`config.mk`:
```
export PLATFORM = sky130hd
export DESIGN_NAME = alu_sequencer
export DESIGN_NICKNAME = d
export VERILOG_FILES = /design/src/rtl/alu_pkg.sv /design/src/rtl/alu_sequencer.sv
export SDC_FILE = /design/constraint.sdc
export NUM_CORES = 1
export LEC_CHECK = 0
export CAP_MARGIN = 20
export CORE_AREA = 2 2 95 74
export CTS_CLUSTER_DIAMETER = 30
export DETAILED_ROUTE_END_ITERATION = 16
export DIE_AREA = 0 0 97 76
export PLACE_DENSITY_LB_ADDON = 0.12
export REMOVE_ABC_BUFFERS = 1
export SLEW_MARGIN = 20
export SYNTH_ARGS = -nofsm -noshare
export SYNTH_HDL_FRONTEND = slang
export SYNTH_SLANG_ARGS = --single-unit
```
`constraint.sdc`:
```
create_clock -name clk -period 2.34 [get_ports clk]
set_clock_uncertainty 0.15 [all_clocks]
set_input_delay 0.468 -clock clk [delete_from_list [all_inputs] [get_ports clk]]
set_output_delay 0.468 -clock clk [all_outputs]
set_load 0.1 [all_outputs]
```
`src/rtl/alu_pkg.sv`:
```
// Shared opcode, FSM-state and flag-index definitions for the ALU and its command sequencer.
package alu_pkg;

    localparam logic [2:0] OP_ADD = 3'd0;
    localparam logic [2:0] OP_SHR = 3'd1;
    localparam logic [2:0] OP_SHL = 3'd2;
    localparam logic [2:0] OP_NOT = 3'd3;
    localparam logic [2:0] OP_AND = 3'd4;
    localparam logic [2:0] OP_OR  = 3'd5;
    localparam logic [2:0] OP_XOR = 3'd6;
    localparam logic [2:0] OP_CMP = 3'd7;

    localparam logic [3:0] CMD_MUL = 4'd8;

    typedef enum logic [1:0] {
        ST_IDLE = 2'd0,
        ST_EXEC = 2'd1,
        ST_MUL  = 2'd2,
        ST_RESP = 2'd3
    } state_e;

    localparam int FLAG_COUT     = 0;
    localparam int FLAG_ZERO     = 1;
    localparam int FLAG_EQUAL    = 2;
    localparam int FLAG_A_LARGER = 3;

    // Only ADD/SHR/SHL produce a meaningful carry/shift-out.
    function automatic logic is_carry_op(input logic [2:0] op);
        return op <= OP_SHL;
    endfunction

endpackage

```
`src/rtl/alu_sequencer.sv`:
```
// Command-side ALU initiator with iterated-ADD multiply; response 2 / SIZE+1 / 1 edges after accept (op / MUL / illegal).
// One command in flight, cmd_ready only in IDLE; response held stable until rsp_ready.
module alu_sequencer
    import alu_pkg::*;
#(
    parameter int SIZE = 8
) (
    input  logic              clk,
    input  logic              rst_n,
    input  logic              cmd_valid,
    output logic              cmd_ready,
    input  logic [3:0]        cmd_op,
    input  logic              cmd_cin,
    input  logic [SIZE-1:0]   cmd_a,
    input  logic [SIZE-1:0]   cmd_b,
    output logic              rsp_valid,
    input  logic              rsp_ready,
    output logic [2*SIZE-1:0] rsp_data,
    output logic [3:0]        rsp_flags,
    output logic              rsp_err,
    output logic [2:0]        alu_opcode,
    output logic              alu_cin,
    output logic [SIZE-1:0]   alu_a,
    output logic [SIZE-1:0]   alu_b,
    input  logic [SIZE-1:0]   alu_c,
    input  logic              alu_cout,
    input  logic              alu_equal,
    input  logic              alu_a_larger
);

    localparam int CNT_W = (SIZE > 2) ? $clog2(SIZE) : 1;
    localparam logic [CNT_W-1:0] CNT_LAST = CNT_W'(SIZE - 1);

    state_e              state_q, state_d;
    logic [2:0]          op_q, op_d;
    logic                cin_q, cin_d;
    logic [SIZE-1:0]     a_q, a_d;      // operand A, or the shifting multiplier/low half in MUL
    logic [SIZE-1:0]     b_q, b_d;      // operand B, or the multiplicand in MUL
    logic [SIZE-1:0]     hi_q, hi_d;
    logic [CNT_W-1:0]    cnt_q, cnt_d;
    logic [2*SIZE-1:0]   data_q, data_d;
    logic [3:0]          flags_q, flags_d;
    logic                err_q, err_d;

    logic [SIZE-1:0]     step_hi;
    logic [SIZE-1:0]     step_lo;

    // One shift-add step: {hi, lo} <= {cout, sum, lo} >> 1.
    assign step_hi = {alu_cout, alu_c[SIZE-1:1]};
    assign step_lo = {alu_c[0], a_q[SIZE-1:1]};

    always_ff @(posedge clk or negedge rst_n) begin
        if (!rst_n) begin
            state_q <= ST_IDLE;
        end else begin
            state_q <= state_d;
        end
    end

    always_comb begin
        state_d = state_q;
        unique case (state_q)
            ST_IDLE: begin
                if (cmd_valid) begin
                    if (cmd_op == CMD_MUL) begin
                        state_d = ST_MUL;
                    end else if (cmd_op[3]) begin
                        state_d = ST_RESP;
                    end else begin
                        state_d = ST_EXEC;
                    end
                end
            end
            ST_EXEC: state_d = ST_RESP;
            ST_MUL: begin
                if (cnt_q == CNT_LAST) begin
                    state_d = ST_RESP;
                end
            end
            ST_RESP: begin
                if (rsp_ready) begin
                    state_d = ST_IDLE;
                end
            end
            default: state_d = ST_IDLE;
        endcase
    end

    always_comb begin
        cmd_ready  = (state_q == ST_IDLE);
        rsp_valid  = (state_q == ST_RESP);
        alu_opcode = OP_ADD;
        alu_cin    = 1'b0;
        alu_a      = '0;
        alu_b      = '0;
        unique case (state_q)
            ST_EXEC: begin
                alu_opcode = op_q;
                alu_cin    = cin_q;
                alu_a      = a_q;
                alu_b      = b_q;
            end
            ST_MUL: begin
                alu_opcode = OP_ADD;
                alu_a      = hi_q;
                alu_b      = a_q[0] ? b_q : '0;
            end
            default: ;
        endcase
    end

    always_comb begin
        op_d    = op_q;
        cin_d   = cin_q;
        a_d     = a_q;
        b_d     = b_q;
        hi_d    = hi_q;
        cnt_d   = cnt_q;
        data_d  = data_q;
        flags_d = flags_q;
        err_d   = err_q;
        unique case (state_q)
            ST_IDLE: begin
                if (cmd_valid) begin
                    op_d  = cmd_op[2:0];
                    cin_d = cmd_cin;
                    a_d   = cmd_a;
                    b_d   = cmd_b;
                    hi_d  = '0;
                    cnt_d = '0;
                    if (cmd_op[3] && (cmd_op != CMD_MUL)) begin
                        data_d  = '0;
                        flags_d = '0;
                        err_d   = 1'b1;
                    end
                end
            end
            ST_EXEC: begin
                data_d                   = {{SIZE{1'b0}}, alu_c};
                flags_d                  = '0;
                flags_d[FLAG_ZERO]       = (alu_c == '0);
                flags_d[FLAG_EQUAL]      = alu_equal;
                flags_d[FLAG_A_LARGER]   = alu_a_larger;
                flags_d[FLAG_COUT]       = is_carry_op(op_q) & alu_cout;
                err_d                    = 1'b0;
            end
            ST_MUL: begin
                hi_d  = step_hi;
                a_d   = step_lo;
                cnt_d = cnt_q + CNT_W'(1);
                if (cnt_q == CNT_LAST) begin
                    data_d             = {step_hi, step_lo};
                    flags_d            = '0;
                    flags_d[FLAG_ZERO] = ({step_hi, step_lo} == '0);
                    err_d              = 1'b0;
                end
            end
            default: ;
        endcase
    end

    always_ff @(posedge clk or negedge rst_n) begin
        if (!rst_n) begin
            op_q    <= '0;
            cin_q   <= 1'b0;
            a_q     <= '0;
            b_q     <= '0;
            hi_q    <= '0;
            cnt_q   <= '0;
            data_q  <= '0;
            flags_q <= '0;
            err_q   <= 1'b0;
        end else begin
            op_q    <= op_d;
            cin_q   <= cin_d;
            a_q     <= a_d;
            b_q     <= b_d;
            hi_q    <= hi_d;
            cnt_q   <= cnt_d;
            data_q  <= data_d;
            flags_q <= flags_d;
            err_q   <= err_d;
        end
    end

    assign rsp_data  = data_q;
    assign rsp_flags = flags_q;
    assign rsp_err   = err_q;

endmodule

```
==> run metrics, run 1 <==
I/O Buffers 78; synth unique cells 28; Via Count 2077; status complete, but fails checks; Final Instance Area 4126 um2; FF+latch count, synth 54; Yosys warning count 0; CP Launch Type flip-flop; Filler cells 499; CP max FO 7; CP Capture Type primary output; drt wl/cell 16.72 um; placed cells 391; area post-placement 3812 um2; Remaining DRCs 0; Main synth FF type dfrtp_1; Post-synth EDFFs 0; Die Y 76 um; largest net degree at the start of global routing 55; Post-Synthesis Cells 222; critical path's most frequent cell buf_12; # IOs 79; Chip Width 97 um; Synth Cell Area 2636 um2; Fin Setup TNS -1285 ps; first-pass GRT wire length 11010 um; Critical Path Slowest Stage Cell dfrtp_1; drt pass-1 iters 4; Layout area overhead 56.53%; CTS Buf Count 5; Syn Area/Cell 11.88 um2; share of flip-flops with an asynchronous set or reset 1.000; RSZ-0062 raised after global routing yes; number of buffers on the longest clock path 2; nets@finish 363; sequential area share after synthesis 0.5126; top-count cell post-synth dfrtp_1; grt ovf 0; top-area cell type share of the netlist area 0.5126; clock sinks 54; DRT iter0 DRCs 113; Final Non-Filler Cells 404; GP Congestion 0.7955; initial antenna violation count 0; clk slew on worst S/H paths 100 ps; CTS tree built; pre-CTS WS 59.02 ps; fin. max-slew vios 0; crit path time final 2431 ps; area leader, netlist dfrtp_1; Detailed Route WL 6756 um; antenna diode count 0; CTS HTree Levels 2; DR vias/cell 5.141; maximum clock rate 0.4113 GHz; critical path class reg2out; Tcrit/Tclk final 1.039; number of global-route vias before repair 2142; worst-margin pin slew 552.3 ps; Sequential Area 1351 um2; worst relative slew slack 0.6285; post-detail-place hpwl 4703 um; commonest cells in the netlist 54 x dfrtp_1, 26 x a22o_1, 23 x mux2_2; failing checks hold timing, setup timing; Initial Utilization 0.4032; clk_lat worst skew 300 ps; hold crit path type in2async; crit-path cells inv_2, ha_4, and2_4, buf_12, a22o_4, buf_12; Hold Violations, Final 3; core area 6539 um2; CP Data Arrival Time 1810 ps; cell row count 26; maxcap violations 0; top post-synthesis cells by area dfrtp_1 51%, mux2_2 9.8%, a22o_1 8.6%, mux2i_1 8.4%, and2_1 3.3%; layout cells sized above 1 0.3844; Setup-failing EPs final 15; die area 7372 um2; area of the multi-input gates 1286 um2; GRT Util Overall 0.1845; hold slack -4.566 ps; crit-path max cell delay 440 ps; fin worst setup slack -91.29 ps; root buf cell clkbuf_8; post-route ant nets 0; CP required 1720 ps
## what timing repair did
action	CTS	global route
setup buffers	2	3
gates cloned	0	1
gates resized for setup	24	5
pin swaps	5	15
setup endpoints to repair	16	16
hold buffers	0	0
## through the flow
stage	hold WS, ps	util
4_1_cts	5.174	0.6192
6_report	-4.566	0.6311
2_1_floorplan	22.41	-
3_5_place_dp	334.0	0.5830
5_1_grt	2.306	0.6311
3_3_place_gp	328.9	0.5830
## cells by family after synthesis
family          count (synthesis)  synth area share
simple gates                   46            0.1035
flops                          54            0.5126
fa+ha+maj                       7           0.03322
mux                            45            0.1818
buf+inv                        27           0.04271
compound gates                 43            0.1262
## layout make-up
type,instances,area share
clock buffer,6,0.02001
clock inverter,1,0.007277
sequential,54,0.3275
tap,84,0.02547
timing repair buffer,103,0.2944
multi-input combinational,141,0.3117
inverter,15,0.01364
## layer usage
| layer | GRT usage | wire length, um | vias up | share of wire |
|---|---|---|---|---|
| li1 | - | - | 986 | - |
| met1 | 0.2607 | 3083 | 1039 | 0.46 |
| met2 | 0.2944 | 3334 | 50 | 0.49 |
| met3 | 0.03303 | 313 | 2 | 0.046 |
| met4 | 0.05070 | 25 | 0 | 0.0037 |
| met5 | 0 | 0 | - | 0 |
## critical path: cells and delay by family (launching register included)
kind                     cells  cell delay, ps
buffers and inverters        3             410
AO/OA/AOI/OAI                1             250
AND/OR/NAND/NOR              1             180
adder cells (fa/ha/maj)      1             210
flip-flops                   1             440
## registers in the layout (all words and copies together) (netlist names)
signal,flops
cin_q,1
rsp_flags,4
a_q,8
rsp_err,1
b_q,8
cnt_q,3
rsp_data,16
op_q,3
hi_q,8
state_q,2
## path summary, 6_finish.rpt
check / startpoint / endpoint / slack (ps) / depth (start not counted)
worst min register to register: cin_q$_DFFE_PN0P_ / cin_q$_DFFE_PN0P_ / 360 / 1
min in group clk: cin_q$_DFFE_PN0P_ / cin_q$_DFFE_PN0P_ / 360 / 1
max in group asynchronous: rst_n / b_q[4]$_DFFE_PN0P_ / 1800 / 2
worst max-delay path: state_q[1]$_DFFE_PN0P_ / alu_a[4] / -90 / 6
worst min-delay path: rst_n / rsp_data[14]$_DFFE_PN0P_ / -5 / 2
worst max register to register: state_q[1]$_DFFE_PN0P_ / rsp_data[7]$_DFFE_PN0P_ / 200 / 6
## cell usage in the layout (no fill, tap or decap), types with 2 or more instances in the layout
cell             Yosys  routed
nor3_1               3       3
mux2_2              23      23
a31oi_1              2       2
buf_4                0      39
and2_1              14       4
clkdlybuf4s50_1      0      34
a22o_4               0       6
o21ai_0              8       8
a22o_1              26      20
mux2i_1             22      21
nor2_1               2       2
ha_1                 7       5
and2_4               0      10
dfrtp_1             54      54
a21boi_0             2       2
nand4b_1             2       2
clkbuf_8             0       6
nand2_1             19      19
buf_12               0      27
ha_4                 0       2
inv_2                0       2
inv_1               15      13
Power of run 1 is not shown: default switching activity piles up to over one toggle a cycle in this logic, so the estimate is an artifact.
==> run 2, diff against run 1 <==
- ABC_AREA: unset -> 1
==> run 2 against run 1 <==
Compared with the run above:
- the flow finishes with violations (setup timing)
- die area did not move
- clock-buffer cell count fell by 1
- register-to-register slack got worse by 130 ps
- sequential cell count did not move
- cell count rose by 25%
- sequential share of layout area rose by 0.49 points
- worst hold slack improved by 350 ps
- core utilization fell by 0.94 points
- critical path depth rose by 2
- via count rose by 20%
- global-route usage rose by 2.3 points
- design area fell by 1.5%
- highest routed layer unchanged
==> run metrics, run 2 <==
nets@finish 462; pre-CTS WS -98.71 ps; Detailed Route WL 7428 um; clk slew on worst S/H paths 110 ps; post-route ant nets 0; CP Data Arrival Time 1730 ps; DR vias/cell 4.950; Via Count 2495; Main synth FF type dfrtp_1; top-area cell type share of the netlist area 0.5140; top post-synthesis cells by area dfrtp_1 51%, nand2_1 11%, o21ai_0 7.8%, inv_1 5.9%, nor2_1 5.4%; RSZ-0062 raised after global routing yes; WP buf/inv 4; GP Congestion 0.8596; commonest non-fill, non-tap cell in the layout nand2_1; GRT Util Overall 0.2079; Post-synth EDFFs 0; grt ovf 0; CP required 1720 ps; crit-path cells buf_4, ha_2, nand2_2, inv_4, a31oi_4, buf_12, nor2_2, buf_12; Critical Path Slowest Stage Cell dfrtp_1; crit path time final 2353 ps; clock sinks 54; Remaining DRCs 0; critical path's most frequent cell buf_12; Post-Synthesis Cells 327; I/O Buffers 78; clk_lat worst skew 320 ps; Yosys warning count 0; commonest cells in the netlist 79 x nand2_1, 54 x dfrtp_1, 41 x inv_1, 41 x o21ai_0, 38 x nor2_1; CTS Buf Count 5; critical path class reg2out; status complete, but fails checks; crit-path max cell delay 400 ps; post-detail-place hpwl 5070 um; hold slack 345.3 ps; worst-margin pin slew 582.2 ps; drt pass-1 iters 5; Setup-failing EPs final 9; Die Y 76 um; Synth Cell Area 2629 um2; synth unique cells 23; die area 7372 um2; number of flip-flops in the largest register 16; root buf cell clkbuf_8; Filler cells 553; Initial Utilization 0.4020; Layout area overhead 54.64%; CP Capture Type primary output; drt wl/cell 14.74 um; # IOs 79; layout cells sized above 1 0.2548; sequential area share after synthesis 0.5140; fin. max-slew vios 0; CTS HTree Levels 2; area leader, netlist dfrtp_1; DRT iter0 DRCs 230; maximum clock rate 0.4251 GHz; antenna diode count 0; top-count cell post-synth nand2_1; number of buffers on the longest clock path 2; worst relative slew slack 0.6118; CP max FO 8; Tcrit/Tclk final 1.005; fin worst setup slack -12.64 ps; Hold Violations, Final 0; Syn Area/Cell 8.039 um2; FF+latch count, synth 54; failing checks setup timing; largest net degree at the start of global routing 33; initial antenna violation count 0; cell row count 26; first-pass GRT wire length 12380 um; commonest cells after routing, fill and taps aside 74 x nand2_1, 54 x dfrtp_1, 38 x inv_1, 36 x o21ai_0, 36 x buf_4; Chip Width 97 um; number of global-route vias before repair 2482; core area 6539 um2; share of flip-flops with an asynchronous set or reset 1.000; CTS tree built; CP Launch Type flip-flop; cell class contributing the biggest share of worst-path delay buffers and inverters; maxcap violations 0; hold crit path type reg2reg
run 2: cell count changes in the layout (fill, tap and decap cells not counted), sizes merged, moves of 3 or more:
| cell | before | now |
|---|---|---|
| nor2 | 2 | 38 |
| a22o | 26 | 0 |
| mux2 | 23 | 3 |
| nand3 | 0 | 13 |
| o22ai | 0 | 3 |
| mux2i | 22 | 0 |
| a21oi | 1 | 16 |
| nand2 | 19 | 80 |
| inv | 15 | 43 |
| a31oi | 2 | 9 |
| buf | 68 | 64 |
| and2 | 14 | 0 |
| o21ai | 8 | 44 |
run 2: worst min-delay path, delay by kind of cell (launching register included):
| kind | cells | cell delay [ps] |
|---|---|---|
| AOI/OAI and AO/OA | 1 | 60 |
| DFF | 1 | 360 |
| and+or+nand+nor | 1 | 50 |
run 2: metal layers:
metal  wire length, um  GRT usage  up-vias  share of wire
li1                  -          -     1227              -
met1              3480     0.2970     1182           0.47
met2              3387     0.3215       82           0.46
met3               521    0.05046        4          0.070
met4                38    0.04930        0         0.0051
met5                 0          0        -              0
run 2: path summary, 6_finish.rpt:
check                      cells after the start                       end  slack (ps)                    start
setup / recovery                               8                  alu_b[5]         -10   state_q[0]$_DFFE_PN0P_
max in group asynchronous                      3  rsp_flags[0]$_DFFE_PN0P_         950                    rst_n
setup reg to reg                               7        a_q[0]$_DFFE_PN0P_          70   state_q[0]$_DFFE_PN0P_
min in group asynchronous                      2   rsp_data[9]$_DFFE_PN0P_         510                    rst_n
hold / removal                                 2   rsp_data[2]$_DFFE_PN0P_         350  rsp_data[2]$_DFFE_PN0P_
hold reg to reg                                2   rsp_data[2]$_DFFE_PN0P_         350  rsp_data[2]$_DFFE_PN0P_
run 2: kinds of logic (layout without fill, tap and decap cells):
group	count (synthesis)	in the layout	synth area share
DFF	54	54	0.5140
adders and majority gates	7	7	0.03332
buffers and inverters	57	149	0.09091
muxes	3	3	0.01285
AOI/OAI and AO/OA	71	72	0.1452
and+or+nand+nor	135	135	0.2037
run 2: cell type report:
| class | instances | area, um2 | share of cell area |
|---|---|---|---|
| flip-flops and latches | 54 | 1351 | 0.3324 |
| clock buffers | 5 | 68.82 | 0.01693 |
| well taps | 84 | 105.1 | 0.02585 |
| repair buffers | 99 | 1134 | 0.2789 |
| multi-input cells | 217 | 1222 | 0.3007 |
| clock inverters | 3 | 23.77 | 0.005848 |
| inverters | 42 | 160.2 | 0.03940 |
run 2: repair_timing:
item	4_1_cts	5_1_grt
gates cloned	0	2
setup endpoints to repair	16	35
hold endpoints to repair	18	0
setup buffers	4	2
pin swaps	1	1
gates resized for setup	35	14
hold buffers	1	0
run 2: metrics by stage:
| step | instance area, um2 | setup TNS, ps | instances | util |
|---|---|---|---|---|
| floorplan | 2547 | -51420 | 312 | - |
| global placement | 3706 | -134.4 | 487 | 0.5668 |
| detailed placement | 3706 | -768.1 | 487 | 0.5668 |
| CTS | 3969 | 0 | 500 | 0.6070 |
| global route | 4065 | -1448 | 504 | 0.6217 |
| finish | 4065 | -40.10 | 504 | 0.6217 |
Power of run 2 is left out for the same reason.
